===== src/rtl/fetch_stage.sv =====
// Instruction fetch stage: PC sequencing, one-shot EXEC detour, and the IF/ID
// pipeline register with redirect squash and stall.
`ifndef ISIZE
`define ISIZE 16
`endif

module fetch_stage #(
  parameter int unsigned ISIZE = `ISIZE,
  parameter int unsigned PSIZE = 16
) (
  input  logic             clk,
  input  logic             rst,
  output logic [PSIZE-1:0] imem_addr,
  input  logic [ISIZE-1:0] imem_data,
  input  logic             pc_sel,
  input  logic [PSIZE-1:0] pc_target,
  input  logic             pc_hold,
  input  logic             exec_req,
  input  logic [PSIZE-1:0] exec_addr,
  output logic [ISIZE-1:0] instr_id,
  output logic [PSIZE-1:0] pc1_id,
  output logic [ISIZE-1:0] last_instr,
  output logic             last_pcctrl,
  output logic             exec_active
);

  typedef enum logic {RUN = 1'b0, EXEC = 1'b1} state_t;

  state_t           state_q, state_d;
  logic [PSIZE-1:0] pc_q, pc_d;
  logic [PSIZE-1:0] ret_pc_q, ret_pc_d;
  logic [PSIZE-1:0] xaddr_q, xaddr_d;
  logic [ISIZE-1:0] instr_q, instr_d;
  logic [PSIZE-1:0] pc1_q, pc1_d;
  logic [ISIZE-1:0] last_q, last_d;
  logic             lpc_q, lpc_d;

  // State register; reset abandons any EXEC in flight
  always_ff @(posedge clk or negedge rst) begin
    if (!rst) begin
      state_q  <= RUN;
      pc_q     <= '0;
      ret_pc_q <= '0;
      xaddr_q  <= '0;
      instr_q  <= '0;
      pc1_q    <= '0;
      last_q   <= '0;
      lpc_q    <= 1'b0;
    end else begin
      state_q  <= state_d;
      pc_q     <= pc_d;
      ret_pc_q <= ret_pc_d;
      xaddr_q  <= xaddr_d;
      instr_q  <= instr_d;
      pc1_q    <= pc1_d;
      last_q   <= last_d;
      lpc_q    <= lpc_d;
    end
  end

  // Next-state: hold freezes everything; otherwise redirect beats EXEC entry
  always_comb begin
    state_d  = state_q;
    pc_d     = pc_q;
    ret_pc_d = ret_pc_q;
    xaddr_d  = xaddr_q;
    instr_d  = instr_q;
    pc1_d    = pc1_q;
    last_d   = last_q;
    lpc_d    = lpc_q;
    if (!pc_hold) begin
      last_d = instr_q;
      lpc_d  = pc_sel;
      case (state_q)
        RUN: begin
          if (pc_sel) begin
            pc_d    = pc_target;
            instr_d = '0;
            pc1_d   = '0;
          end else if (exec_req) begin
            ret_pc_d = pc_q;
            xaddr_d  = exec_addr;
            instr_d  = '0;
            state_d  = EXEC;
          end else begin
            instr_d = imem_data;
            pc1_d   = pc_q + PSIZE'(1);
            pc_d    = pc_q + PSIZE'(1);
          end
        end
        EXEC: begin
          state_d = RUN;
          if (pc_sel) begin
            pc_d    = pc_target;
            instr_d = '0;
            pc1_d   = '0;
          end else begin
            instr_d = imem_data;
            pc1_d   = ret_pc_q;
            pc_d    = ret_pc_q;
          end
        end
        default: state_d = RUN;
      endcase
    end
  end

  assign imem_addr   = (state_q == EXEC) ? xaddr_q : pc_q;
  assign exec_active = (state_q == EXEC);
  assign instr_id    = instr_q;
  assign pc1_id      = pc1_q;
  assign last_instr  = last_q;
  assign last_pcctrl = lpc_q;

endmodule


===== config.mk =====
export PLATFORM = sky130hd
export DESIGN_NAME = fetch_stage
export DESIGN_NICKNAME = d
export VERILOG_FILES = /design/src/rtl/fetch_stage.sv
export SDC_FILE = /design/constraint.sdc
export NUM_CORES = 1
export LEC_CHECK = 0
export CORE_MARGIN = 10
export CORE_UTILIZATION = 49
export CTS_CLUSTER_SIZE = 24
export DETAILED_ROUTE_END_ITERATION = 7
export GPL_ROUTABILITY_DRIVEN = 0
export PLACE_DENSITY_LB_ADDON = 0.15
export SETUP_SLACK_MARGIN = 0.1
export SYNTH_ARGS = -nofsm -noshare
export SYNTH_HDL_FRONTEND = slang
export SYNTH_SLANG_ARGS = --single-unit

===== constraint.sdc =====
create_clock -name clk -period 2.3 [get_ports clk]
set_clock_uncertainty 0.05 [all_clocks]
set_input_delay 0.46 -clock clk [delete_from_list [all_inputs] [get_ports clk]]
set_output_delay 0.46 -clock clk [all_outputs]
set_load 0.01 [all_outputs]

==> impl_metrics.yaml <==
pwr:
  share_seq_of_total_power: 0.485
  switchingPower_mw: 1.312
  power.switching_fraction: 0.2831
  power_density_nw_per_um2: 755.6
  pwr-share-clk: 0.246
  power_frac_comb: 0.269
  peakVddDrop_mv: 0.3830
  intPower_mw: 3.322
  leakage_nw: 2.806
cts:
  cts.repair_timing.setup_buffer_count: 0
  ctsHtreeMaxLevel: 3
  clockRootBuffer: "clkbuf_8"
  cts-root-to-sink-buffers: 2
  clock_sink_count: 98
  clkSlewWorstSetupHoldPaths_ns: 0.09
  worst_skew_pair.late_latency_ns: 0.36
  cts_tree: "built"
  tritoncts.num_buffers: 9
finish:
  drive_above_1_share: 0.2097
  combined_flip_flop_and_latch_cell_area_um2: 2454
  num-fill-cells: 690
  antenna_cells_inserted: 0
  area_growth_pct: 37.16
  multiInputGateArea_um2: 1866
  final_core_utilization: 0.6965
  final_net_count: 565
die:
  die_w_um: 115.5
  rows: 34
  core_area_um2: 8806
  die_area_um2: 13350
  die_h_um: 115.5
  initial_core_utilization: 0.5078
  io_pins: 119
worst_setup_path:
  cpMaxStageDelayCell: "clkdlybuf4s50_1"
  crit_path_max_incr_delay_ns: 0.57
  crit_arrival_ns: 1.52
  crit_path_cell_trace: "buf_12 -> clkdlybuf4s50_1"
  critPathKind: "register to output pin"
  worst_reg2reg_setup_slack_ns: 0.33
  worst_ep_required_time_ns: 1.79
  critical_path_buf_inv_count: 2
  start_kind: "register"
  critical_path_peak_fanout: 18
  endpoint_kind: "output pin"
  cp_top_family: "buffers and inverters"
global_route:
  grt_pass1_vias: 3539
  pin_count_of_the_biggest_net_entering_global_routing: 36
  grt_use_total: 0.1717
  globalRouteOverflowTotal: 0
  antenna_found_initial: 0
  grt_first_pass_wirelength_um: 18380
detailed_routing:
  dr.pass1.iters: 6
  detail_routed_via_count_per_cell: 5.546
  vias: 3455
  initialDrtViolationCount: 215
  antenna_violating_nets_post_route: 0
  detail_route.wirelength_um: 11230
  post-route-drc-count: 0
  wl_per_cell_um: 18.02
logic_synthesis:
  synth_enable_flop_cells: 0
  number_of_distinct_library_cells_after_synthesis: 49
  synthesis.nets: 444
  post-synth-top-count-cell: "dfrtp_1"
  netlist.area_leader.share: 0.5484
  synthesized_instance_count: 390
  post_synth.cell_area_avg_um2: 11.47
  post_synth_most_frequent_cells: "dfrtp_1, mux2_2, nand2_1"
  mappedNetlistArea_um2: 4472
  most_area_hungry_cell_type_in_the_yosys_netlist: "dfrtp_1"
  ys.flop_type: "dfrtp_1"
  synth-seq-area-share: 0.5484
  synth_async_reset_ratio: 1.000
  ys_ff_latch: 98
  synthesis.yosys.warnings: 0
  synth_top_cells_by_area: "dfrtp_1, mux2_2, nand2_1"
sta:
  finalHoldWorstSlack_ns: 0.4322
  final_max_slew_viol_count: 0
  slew_headroom: 0.7008
  hold_viol: 0
  finalCritPeriodShare: 0.8819
  timing.fmax_mhz: 493.0
  final.min_clock_period_ns: 2.028
  grt_setup_unrepaired: "false"
  timing_worst_slew_pin_value_ns: 0.4488
  setup_viols_final: 0
hold_path:
  worstHoldPathType: "register to register"
run:
  cap_violations: 0
place:
  place.port_buffers: 118
  place.detailed.hpwl_um: 8251
outcome:
  outcome: "completed"
-- final timing paths --
check | depth (start not counted) | startpoint | to
max | 2 | exec_active$_DFFE_PN0N_ | exec_active
min reg2reg | 2 | pc1_id[7]$_DFFE_PN0P_ | pc1_id[7]$_DFFE_PN0P_
min in group asynchronous | 2 | rst | xaddr_q[6]$_DFFE_PN0P_
max reg2reg | 5 | pc_q[4]$_DFFE_PN0P_ | pc_q[15]$_DFFE_PN0P_
min | 2 | pc1_id[7]$_DFFE_PN0P_ | pc1_id[7]$_DFFE_PN0P_
max in group asynchronous | 3 | rst | ret_pc_q[0]$_DFFE_PN0P_
-- state kept, by name (all words and copies together) (netlist names) --
signal       cells
exec_active      1
instr_id        16
last_instr      16
last_pcctrl      1
pc1_id          16
pc_q            16
ret_pc_q        16
xaddr_q         16
-- cells in the final DEF, fill, tap and decap left out, drive strengths merged, types with 2 or more instances in the layout --
cell type and n:
nand2 49, nor3 3, or2 2, nand4 3, clkdlybuf4s50 100, o22a 5
a22o 17, xnor2 7, nor2 17, a21oi 23, mux2 64, and4 2
and2 3, clkbuf 11, o21a 3, a31oi 3, clkinv 3, o21ai 17
nand3 12, nand2b 2, a21o 4, and3 2, xor2 4, dlymetal6s2s 15
dfrtp 98, inv 4, buf 22, mux2i 2
-- worst reg2reg max path: stages (launching register included) --
cell and delay (ns):
dfrtp_1 0.44, and4_1 0.51, nand2_4 0.11, o31a_1 0.32, o31ai_1 0.30, nand3_1 0.11
-- cells by family after synthesis --
| group | synth area share |
|---|---|
| adders and majority gates | 0.002798 |
| DFF | 0.5484 |
| AOI/OAI and AO/OA | 0.1251 |
| buffers and inverters | 0.03637 |
| muxes | 0.1656 |
| and+or+nand+nor | 0.1002 |
| xor gates and xnor gates | 0.02154 |
-- layer usage --
metal  vias up  GRT usage  routed length [µm]
met5         -          0                   0
met2       114     0.2712                5383
met1      1714     0.2200                4754
met3         7    0.06098                 994
li1       1620          -                   -
met4         0    0.04392                  95
-- through the flow --
step                setup WS [ns]  area, µm²  TNS [ns]  power (mW)  cells
CTS                      -0.03634       6077   -0.2659       4.696    623
global placement           0.1297       5858         0       3.511    607
finish                     0.2716       6133         0       4.634    623
global route               0.2153       6133         0       4.917    623
floorplan                  0.3214       4472         0       2.896    390
detailed placement        0.08551       5858         0       3.554    607
-- timing repair --
action / in CTS / in global routing
setup endpoints to repair: 16 / 15
gates resized for setup: 3 / 20
hold buffers: 1 / 0
hold endpoints to repair: 27 / 0
-- layout make-up --
cell class                 instances  share of cell area
clock buffer                      11             0.02468
clock inverter                     4            0.008364
inverter                           5            0.003060
multi-input combinational        258              0.3042
sequential                        98              0.4000
tap                              108             0.02203
timing repair buffer             139              0.2377
-- power groups by stage --
stage / combinational [mW] / clock (mW) / sequential [mW]
global placement: 1.25 / 0 / 2.26
CTS: 1.28 / 1.17 / 2.25
detailed placement: 1.27 / 0 / 2.28
global route: 1.37 / 1.25 / 2.30
floorplan: 0.627 / 0 / 2.27
finish: 1.24 / 1.14 / 2.25
(Power assumes the default switching activity.)
